===== src/rtl/ariane_pkg.sv =====
// Minimal slice of the core package: the scoreboard entry seen on the decode/issue boundary.
// Only the fields the issue path touches are modelled here.
package ariane_pkg;

    typedef enum logic [3:0] {
        NONE,
        LOAD,
        STORE,
        ALU,
        CTRL_FLOW,
        MULT,
        CSR,
        FPU
    } fu_t;

    typedef struct packed {
        logic [7:0]  cause;
        logic [31:0] tval;
        logic        valid;
    } exception_t;

    typedef struct packed {
        logic [31:0] pc;
        fu_t         fu;
        logic [7:0]  op;
        logic [4:0]  rs1;
        logic [4:0]  rs2;
        logic [4:0]  rd;
        logic [31:0] result;
        exception_t  ex;
    } scoreboard_entry_t;

endpackage


===== src/rtl/lsu_sched_pkg.sv =====
// Shared types and helpers for the LSU issue scheduler.
// Register-conflict check is deliberately conservative: x0 is not exempt.
package lsu_sched_pkg;

    import ariane_pkg::*;

    typedef enum logic [1:0] {
        PASS,
        HOLD,
        DRAIN
    } state_e;

    typedef struct packed {
        scoreboard_entry_t sbe;
        logic              is_ctrl_flow;
    } win_entry_t;

    typedef struct packed {
        logic [4:0] rs1;
        logic [4:0] rs2;
        logic [4:0] rd;
    } regs_t;

    function automatic logic is_mem_op(fu_t fu);
        return (fu == LOAD) || (fu == STORE);
    endfunction

    // a is the incoming instruction, b a held memory op: RAW, WAW and WAR
    function automatic logic reg_conflict(regs_t a, regs_t b);
        return (a.rs1 == b.rd) || (a.rs2 == b.rd) || (a.rd == b.rd) ||
               (a.rd == b.rs1) || (a.rd == b.rs2);
    endfunction

endpackage


===== src/rtl/lsu_sched_hazard.sv =====
// Purpose: compare one incoming instruction's registers against every valid window entry.
// Latency: combinational.
// Backpressure: none; pure function of its inputs.
module lsu_sched_hazard
    import lsu_sched_pkg::*;
#(
    parameter int unsigned DEPTH = 2
) (
    input  regs_t              in_regs,
    input  regs_t [DEPTH-1:0]  win_regs,
    input  logic  [DEPTH-1:0]  win_vld,
    output logic               hazard,
    output logic  [DEPTH-1:0]  match
);

    always_comb begin
        match = '0;
        for (int i = 0; i < DEPTH; i++) begin
            match[i] = win_vld[i] && reg_conflict(in_regs, win_regs[i]);
        end
    end

    assign hazard = |match;

endmodule


===== src/rtl/lsu_issue_scheduler.sv =====
// Purpose: hold memory ops in an in-order window while the LSU is busy, bypassing independent ops.
// Latency: pass-through/bypass 0 cycles, held ops issue >= 1 cycle after capture.
// Backpressure: stalls upstream on full window, hazard or barrier; LSU_SCHED_PERF_EN adds counters.
module lsu_issue_scheduler
    import ariane_pkg::*;
    import lsu_sched_pkg::*;
#(
    parameter int unsigned DEPTH = 2,
    parameter int unsigned CNT_W = 32
) (
    input  logic              clk_i,
    input  logic              rst_i,
    input  logic              flush_i,
    input  logic              debug_req_i,
    input  scoreboard_entry_t issue_entry_i,
    input  logic              issue_entry_valid_i,
    input  logic              is_ctrl_flow_i,
    output logic              issue_instr_ack_o,
    output scoreboard_entry_t issue_entry_o,
    output logic              issue_entry_valid_o,
    output logic              is_ctrl_flow_o,
    input  logic              issue_instr_ack_i,
    input  logic              lsu_ready_i
`ifdef LSU_SCHED_PERF_EN
    ,
    output logic [CNT_W-1:0]  bypass_cnt_o,
    output logic [CNT_W-1:0]  stall_cnt_o
`endif
);

    localparam int unsigned PTR_W  = (DEPTH > 1) ? $clog2(DEPTH) : 1;
    localparam int unsigned CNT_IW = $clog2(DEPTH + 1);
    localparam logic [CNT_IW-1:0] DEPTH_C = CNT_IW'(DEPTH);

    typedef logic [PTR_W-1:0] ptr_t;

    if (DEPTH < 1 || DEPTH > 4 || CNT_W < 1) begin : g_bad_param
        $error("lsu_issue_scheduler: DEPTH must be 1..4 and CNT_W >= 1");
    end

    function automatic ptr_t ptr_inc(ptr_t p);
        return (p == ptr_t'(DEPTH - 1)) ? '0 : p + ptr_t'(1);
    endfunction

    state_e              state_q, state_d;
    win_entry_t          win_q [DEPTH];
    logic [DEPTH-1:0]    vld_q;
    ptr_t                head_q, tail_q;
    logic [CNT_IW-1:0]   count_q;

    logic                push, pop, bypass;
    logic                in_mem, barrier, hazard;
    logic [DEPTH-1:0]    hz_match;
    regs_t               in_regs;
    regs_t [DEPTH-1:0]   win_regs;
    win_entry_t          head;

    assign in_regs = '{rs1: issue_entry_i.rs1, rs2: issue_entry_i.rs2, rd: issue_entry_i.rd};
    assign head    = win_q[head_q];

    always_comb begin
        win_regs = '0;
        for (int i = 0; i < DEPTH; i++) begin
            win_regs[i] = '{rs1: win_q[i].sbe.rs1, rs2: win_q[i].sbe.rs2, rd: win_q[i].sbe.rd};
        end
    end

    lsu_sched_hazard #(.DEPTH(DEPTH)) u_hazard (
        .in_regs  (in_regs),
        .win_regs (win_regs),
        .win_vld  (vld_q),
        .hazard   (hazard),
        .match    (hz_match)
    );

    assign in_mem  = is_mem_op(issue_entry_i.fu);
    assign barrier = is_ctrl_flow_i || (issue_entry_i.fu == CTRL_FLOW) ||
                     issue_entry_i.ex.valid || debug_req_i || hazard;

    always_comb begin
        state_d             = state_q;
        push                = 1'b0;
        pop                 = 1'b0;
        bypass              = 1'b0;
        issue_entry_o       = '0;
        is_ctrl_flow_o      = 1'b0;
        issue_entry_valid_o = 1'b0;
        issue_instr_ack_o   = 1'b0;

        if (!rst_i && !flush_i) begin
            unique case (state_q)
                PASS: begin
                    if (issue_entry_valid_i && in_mem && !lsu_ready_i) begin
                        push              = 1'b1;
                        issue_instr_ack_o = 1'b1;
                        state_d           = HOLD;
                    end else if (issue_entry_valid_i) begin
                        issue_entry_o       = issue_entry_i;
                        is_ctrl_flow_o      = is_ctrl_flow_i;
                        issue_entry_valid_o = 1'b1;
                        issue_instr_ack_o   = issue_instr_ack_i;
                    end
                end
                HOLD, DRAIN: begin
                    if (lsu_ready_i) begin
                        issue_entry_o       = head.sbe;
                        is_ctrl_flow_o      = head.is_ctrl_flow;
                        issue_entry_valid_o = 1'b1;
                        pop                 = issue_instr_ack_i;
                        if (issue_instr_ack_i && count_q == CNT_IW'(1)) begin
                            state_d = PASS;
                        end
                    end else if (state_q == HOLD && issue_entry_valid_i) begin
                        if (!in_mem && !barrier) begin
                            bypass              = 1'b1;
                            issue_entry_o       = issue_entry_i;
                            is_ctrl_flow_o      = is_ctrl_flow_i;
                            issue_entry_valid_o = 1'b1;
                            issue_instr_ack_o   = issue_instr_ack_i;
                        end else if (in_mem && count_q < DEPTH_C) begin
                            push              = 1'b1;
                            issue_instr_ack_o = 1'b1;
                        end else if (!in_mem) begin
                            state_d = DRAIN;
                        end
                    end
                end
                default: state_d = PASS;
            endcase
        end
    end

    always_ff @(posedge clk_i) begin
        if (rst_i || flush_i) begin
            state_q <= PASS;
            head_q  <= '0;
            tail_q  <= '0;
            count_q <= '0;
            vld_q   <= '0;
        end else begin
            state_q <= state_d;
            if (push) begin
                vld_q[tail_q] <= 1'b1;
                tail_q        <= ptr_inc(tail_q);
                count_q       <= count_q + CNT_IW'(1);
            end
            if (pop) begin
                vld_q[head_q] <= 1'b0;
                head_q        <= ptr_inc(head_q);
                count_q       <= count_q - CNT_IW'(1);
            end
        end
    end

    // Payload needs no reset: it is only observed through vld_q/count_q.
    always_ff @(posedge clk_i) begin
        if (push) begin
            win_q[tail_q] <= '{sbe: issue_entry_i, is_ctrl_flow: is_ctrl_flow_i};
        end
    end

`ifdef LSU_SCHED_PERF_EN
    always_ff @(posedge clk_i) begin
        if (rst_i) begin
            bypass_cnt_o <= '0;
            stall_cnt_o  <= '0;
        end else begin
            if (bypass && issue_instr_ack_i) begin
                bypass_cnt_o <= bypass_cnt_o + CNT_W'(1);
            end
            if (issue_entry_valid_i && !issue_instr_ack_o) begin
                stall_cnt_o <= stall_cnt_o + CNT_W'(1);
            end
        end
    end
`endif

    a_no_pop_empty: assert property (@(posedge clk_i) disable iff (rst_i)
        !(pop && count_q == '0));
    a_no_push_full: assert property (@(posedge clk_i) disable iff (rst_i)
        !(push && count_q == DEPTH_C));
    a_match_in_window: assert property (@(posedge clk_i) disable iff (rst_i)
        (hz_match & ~vld_q) == '0);

endmodule


===== config.mk =====
export PLATFORM = sky130hd
export DESIGN_NAME = lsu_issue_scheduler
export DESIGN_NICKNAME = d
export VERILOG_FILES = /design/src/rtl/ariane_pkg.sv /design/src/rtl/lsu_sched_pkg.sv /design/src/rtl/lsu_sched_hazard.sv /design/src/rtl/lsu_issue_scheduler.sv
export SDC_FILE = /design/constraint.sdc
export NUM_CORES = 1
export LEC_CHECK = 0
export ABC_AREA = 1
export CAP_MARGIN = 10
export CORE_MARGIN = 2
export CORE_UTILIZATION = 55
export DETAILED_ROUTE_END_ITERATION = 16
export MAX_ROUTING_LAYER = met4
export PLACE_DENSITY = 0.89
export SETUP_SLACK_MARGIN = 0.2
export SKIP_CTS_REPAIR_TIMING = 1
export SLEW_MARGIN = 0
export SYNTH_ARGS = -nofsm -noshare
export SYNTH_HDL_FRONTEND = slang
export SYNTH_HIERARCHICAL = 1
export SYNTH_SLANG_ARGS = --single-unit

===== constraint.sdc =====
create_clock -name clk_i -period 21.1 [get_ports clk_i]
set_clock_uncertainty 0.15 [all_clocks]
set_input_delay 6.33 -clock clk_i [delete_from_list [all_inputs] [get_ports clk_i]]
set_output_delay 6.33 -clock clk_i [all_outputs]
set_load 0.02 [all_outputs]

# Word-level counts from Yosys, hierarchy flattened
# Memories as Yosys holds them, arrays and structs flattened. A register that Yosys moved wholly into a read port is not among the register bits.
# Index checks and enable logic that the tools add are counted.
[totals]
ff_bits = 8
latch_bits = 0
ram_bits = 266
rom_bits = 0
inputBits = 140
wordCells = 136
memories = 1
[mem_list]
columns = ["memory", "words", "word_bits", "rd", "rd_ports_with_merged_regs", "wr", "line", "rtl"]
rows = [
  ["win_q", 2, 133, 3, 1, 1, "lsu_issue_scheduler.sv:46", "win_entry_t win_q [DEPTH];"],
]
[classes]
n_addsub = 4
multipliers = 0
n_div = 0
n_lt_le_gt_ge = 5
n_eq_ne = 22
shifts = 0
n_mux = 61
bitwise_logic = 3
n_reduce_logical = 35
[op_table]
columns = ["cell", "n"]
rows = [
  ["132-bit 2-to-1 mux", 6],
  ["132-bit case mux with 2 select lines", 1],
  ["5-bit equality test", 10],
  ["1-bit 2-to-1 mux", 35],
  ["2-bit 2-to-1 mux", 12],
  ["3-bit != test, second input constant", 5],
  ["1-bit logical OR", 14],
  ["1-bit logical AND", 11],
  ["1-bit case mux with 2 select lines", 4],
  ["7-bit AND reduction", 1],
  ["1-bit zero test", 5],
  ["2-bit by 1-bit equality test with 1-bit output, second input constant", 2],
  ["4-bit by 1-bit equality test with 1-bit output, second input constant", 1],
  ["4-bit by 2-bit equality test with 1-bit output, second input constant", 1],
  ["4-bit by 3-bit equality test with 1-bit output, second input constant", 1],
  ["1-bit by 2-bit less-than comparator with 1-bit output, second input constant", 2],
  ["2-bit case mux with 2 select lines", 1],
  ["2-bit OR reduction", 2],
  ["1-bit adder, second input constant", 2],
  ["2-bit by 1-bit adder with 2-bit output, second input constant", 1],
  ["2-bit bitwise AND", 1],
  ["1-bit demux with 1-bit select", 2],
  ["2-bit equality test, second input constant", 1],
  ["1-bit greater-or-equal comparator, second input constant", 2],
  ["7 further kinds", 7],
]

# Depth between registers and ports, before layout
# Gate-level depths: netlist (run 1).
[depth]
word_depth = 19
depth_mapped = 20
depth_no_buf = 18

# Modules after synthesis
# Netlist (run 1), hierarchy kept.
[by_module_without_submodules]
columns = ["module", "instances", "cells_each", "area_per_inst_um2"]
rows = [
  ["lsu_issue_scheduler", 1, 1123, 12116.6],
  ["lsu_sched_hazard", 1, 176, 850.8],
]

# Worst setup path before layout (run 1)
# No wires, ideal clock.
[synth_path]
path_kind = "input-to-output"
start = "input issue_entry_i[73] (netlist name)"
end = "output issue_entry_o[41] (netlist name)"
arrival_time_ns = 8.203
setup_slack_ns = 6.417
cell_stages = 20
path_cell_list = "buf_6 nand2_1 inv_1 nor2_1 nor2_1 nand3_1 nand3_1 o21bai_2 nand2_1 inv_1 nand2_1 nor2_1 nand2_2 nor2_8 nand3_2 nand2_2 buf_6 buf_6 nand2_2 a21oi_1"
[synth_lines]
columns = ["item", "line", "rtl"]
rows = [
  ["start, declared", "lsu_issue_scheduler.sv:15", "input scoreboard_entry_t issue_entry_i,"],
  ["end, declared", "lsu_issue_scheduler.sv:19", "output scoreboard_entry_t issue_entry_o,"],
]

==> metrics.txt, run 1 <==
Worst Setup Start Kind input pin; final period utilization 81.9%; syn avg cell area 9.99 um^2; antenna-violating nets left 0; status complete, no violations; post-layout power 1.19 mW; Peak supply drop 0.0684 mV; final hold violations 0; number of placement rows 56; CTS clk-pin slew, worst paths 0.06 ns; unrepaired setup endpoints after global routing no; WL met1 13200 um; Hold WS 0.314 ns; H-Tree Depth 1; Achievable Freq 0.0579 GHz; # clock sinks 275; Synth Instances 1297; overall global routing resource usage 26.4%; crit path kind input pin to primary output; Syn Nets 1441; largest net degree at the start of global routing 107; vias per std cell 5.40; clk buf depth 3; final WL 32800 um; root buffer cell clkbuf_16; Pleak 5.81 nW; crit path DAT 10.80 ns; placed inst area 15700 um^2; port buffer count 274; DR pass1 iterations 5; clk_lat worst skew 0.53 ns; fin nets 1678; GRT Residual Overflow 0; count of filler cells inserted in the layout 1633; fin worst setup slack 3.82 ns; fin area 16700 um^2; initial antenna violation count 0; layout cells sized above 1 7.65%; Met2 Wirelength 16500 um; Setup violations, final 0; Cell Count, Final, Fillers Out 1876; Detailed Place HPWL 20500 um; met3 WL 2600 um; min-delay worst type register to register; via count 10100; vias in the first global route 9563; Final Max Slew Viols 0; Mapped Area 13000 um^2; Core ar. 23300 um^2; worst slew pin tran 1.12 ns; Initial Util 55.5%; die area 24800 um^2; WP data required 14.62 ns; initial DRC count 942; peak fanout along the critical path 82; commonest non-fill, non-tap cells in the layout nor2_1 (310), clkdlybuf4s50_1 (274), edfxtp_1 (266), nand2_1 (200), o21ai_0 (135); max_slew headroom 25.1%; Die H 158 um; GP Congestion 0.881; Util after Layout 71.4%; Synth Warn # 6; Area Growth Syn to Fin 28.5%; CTS Buf Count 29; TritonCTS clock tree done; I/O pin total 275; most common cell after layout, fill and taps aside nor2_1; setup TNS 0 ns; Critical Path Sink Type primary output; min Tclk post-route 17.28 ns; Max-cap violations 0; DRC viols 0; WL/cell 17.5 um; power per cell area 71.2 nW/um^2; first-pass GRT wire length 50000 um; die width 158 um; pre-CTS setup slack 3.97 ns; dpl cells 1822; DR top layer met4
[worst max-delay path, stage by stage]
cell             delay (ns)
clkdlybuf4s50_1        0.78
nand2_1                0.11
nand2_1                0.10
nor2_1                 0.05
nand3_1                0.07
nand3_1                0.08
o21bai_2               0.11
nand2_1                0.07
inv_1                  0.06
nand2_1                0.06
nor2_1                 0.12
nand2_2                0.11
nor2_8                 0.13
nand3_2                0.09
nand2_4                0.48
buf_4                  0.83
nand2_1                0.22
a21oi_1                0.24
clkdlybuf4s50_1        0.65
[power breakdown]
part	switching, mW	leakage, nW	internal, mW
sequential	0.000432	2.46	0.599
combinational	0.0518	2.90	0.0455
clock	0.201	0.444	0.288
total	0.253	5.81	0.933
[final cells by class]
cell class                      instances  area (um^2)  area share, %
Inverter                               57          223           1.34
Clock buffer                           35          748           4.49
Antenna cell                            1         2.50         0.0150
Multi-Input combinational cell        889         4150           24.9
Tap cell                              319          399           2.40
Clock inverter                         18          163          0.976
Timing Repair Buffer                  282         2800           16.8
Sequential cell                       275         8170           49.1
[worst paths after layout]
check | start | end | slack (ns) | depth (start not counted)
hold reg to reg | vld_q[1] | vld_q[1] | 0.31 | 2
setup reg to reg | state_q[0] | win_q[1][17] | 17.29 | 11
hold / removal | vld_q[1] | vld_q[1] | 0.31 | 2
setup / recovery | issue_entry_i[77] | issue_entry_o[16] | 3.82 | 19
[registers in the layout, summed over array words and instances, names as in the netlist, named ones only]
register	count
win_q	266
count_q	2
state_q	2
vld_q	2
head_q	1
tail_q	1
[layer usage]
metal | GRT usage [%] | up-vias
met2 | 44.5 | 425
met5 | - | -
met1 | 33.6 | 4792
met3 | 5.29 | 43
met4 | 5.41 | 0
li1 | - | 4865
No activity file was read; power rests on OpenSTA's default activity.
==> run 2: changes to the inputs <==
--- a/config.mk
+++ b/config.mk
@@ -8,10 +8,10 @@
 export ABC_AREA = 1
 export CAP_MARGIN = 10
 export CORE_MARGIN = 2
-export CORE_UTILIZATION = 55
+export CORE_UTILIZATION = 52
 export DETAILED_ROUTE_END_ITERATION = 16
 export MAX_ROUTING_LAYER = met4
-export PLACE_DENSITY = 0.89
+export PLACE_DENSITY = 0.85
 export SETUP_SLACK_MARGIN = 0.2
 export SKIP_CTS_REPAIR_TIMING = 1
 export SLEW_MARGIN = 0
==> constraint.sdc (replaced) <==
create_clock -name clk_i -period 17.64 [get_ports clk_i]
set_clock_uncertainty 0.15 [all_clocks]
set_input_delay 5.292 -clock clk_i [delete_from_list [all_inputs] [get_ports clk_i]]
set_output_delay 5.292 -clock clk_i [all_outputs]
set_load 0.02 [all_outputs]
==> metrics.txt, run 2 (synthesized netlist as in run 1, its figures left out) <==
worst slew pin tran 1.11 ns; power per cell area 83.8 nW/um^2; CTS Buf Count 29; commonest non-fill, non-tap cells in the layout nor2_1 (310), clkdlybuf4s50_1 (274), edfxtp_1 (266), nand2_1 (200), o21ai_0 (135); setup TNS 0 ns; largest net degree at the start of global routing 85; max_slew headroom 26.0%; Detailed Place HPWL 20300 um; Area Growth Syn to Fin 28.2%; Peak supply drop 0.0722 mV; most common cell after layout, fill and taps aside nor2_1; Biggest register win_q; initial antenna violation count 1; area of the multi-input gates 4150 um^2; Die H 162 um; via count 10200; Max-cap violations 0; clk_lat worst skew 0.53 ns; status complete, no violations; Worst Setup Start Kind input pin; I/O pin total 275; unrepaired setup endpoints after global routing no; fin area 16600 um^2; initial DRC count 834; min-delay worst type register to register; die width 162 um; # clock sinks 275; fin nets 1678; GRT Residual Overflow 0; Hold WS 0.305 ns; H-Tree Depth 1; clk buf depth 3; Core ar. 24400 um^2; GP Congestion 0.936; final period utilization 85.8%; die area 26200 um^2; WP data required 12.20 ns; DR pass1 iterations 5; DRC viols 0; FF+latch area 8170 um^2; peak fanout along the critical path 84; WL/cell 17.6 um; Initial Util 53.1%; overall global routing resource usage 25.2%; placed inst area 15800 um^2; Achievable Freq 0.0661 GHz; vias in the first global route 9792; Critical Path Sink Type primary output; Worst R2R Setup Slack 13.94 ns; final hold violations 0; Setup violations, final 0; crit path DAT 9.69 ns; Pleak 5.79 nW; number of flip-flops in the largest register 266; min Tclk post-route 15.13 ns; vias per std cell 5.40; crit path kind input pin to primary output; final WL 33000 um; TritonCTS clock tree done; port buffer count 274; antenna-violating nets left 0; layout cells sized above 1 7.85%; root buffer cell clkbuf_16; Final Max Slew Viols 0; number of placement rows 57; first-pass GRT wire length 51100 um; count of filler cells inserted in the layout 1806; CTS clk-pin slew, worst paths 0.06 ns
[run 2: cell count changes in the layout (fill, tap and decap cells not counted)]
cell,change
clkinv_8,+1
clkinv_1,-3
clkinv_4,-1
inv_8,-1
clkinv_2,+5
clkbuf_1,-1
clkinvlp_4,+1
bufinv_16,-2
[run 2: where the power goes]
group	internal [mW]	switching, mW	leakage [nW]	total (mW)
Sequential	0.717	0.000528	2.46	0.717
Combinational	0.0545	0.0627	2.90	0.117
Clock	0.315	0.244	0.427	0.559
Total	1.09	0.307	5.79	1.39
[run 2: metrics by stage]
step / util, % / setup WS [ns] / instances / total power [mW]
floorplan: - / 5.06 / 1297 / 0.784
global placement: 64.6 / 2.65 / 1827 / 0.845
detailed placement: 64.6 / 2.52 / 1827 / 0.848
CTS: 68.1 / 2.49 / 1879 / 1.40
global route: 68.1 / 2.13 / 1880 / 1.44
finish: 68.1 / 2.51 / 1880 / 1.39
[run 2: final timing paths]
kind / from / to / cells after the start
setup / recovery: issue_entry_i[77] / issue_entry_o[13] / 19
hold / removal: vld_q[1] / vld_q[1] / 2
setup reg to reg: state_q[0] / win_q[1][33] / 11
hold reg to reg: vld_q[1] / vld_q[1] / 2
[run 2: area by class of cell]
type / count / area share (%)
Clock inverter: 18 / 0.723
Multi-Input combinational cell: 889 / 25.0
Clock buffer: 34 / 4.48
Inverter: 57 / 1.34
Sequential cell: 275 / 49.2
Tap cell: 324 / 2.44
Antenna cell: 1 / 0.0151
Timing Repair Buffer: 282 / 16.9
[run 2: layer usage]
layer / wire [um] / global-route usage, % / vias to the layer above
met2: 15900 / 40.3 / 432
met3: 2820 / 5.69 / 69
met4: 1020 / 8.09 / 0
met1: 13300 / 32.4 / 4785
li1: - / - / 4869
met5: 0 / - / -
[run 2: critical path: stages]
cell and delay, ns:
clkdlybuf4s50_1 0.75, nand2_1 0.11, nand2_1 0.08, nor2_1 0.05, nand3_1 0.08, nand3_1 0.11, o21bai_2 0.13, nand2_1 0.08
inv_1 0.05, nand2_1 0.07, nor2_1 0.11, nand2_2 0.10, nor2_8 0.13, nand3_2 0.09, nand2_4 0.82, buf_4 0.58
nand2_1 0.14, a21oi_1 0.18, clkdlybuf4s50_1 0.67
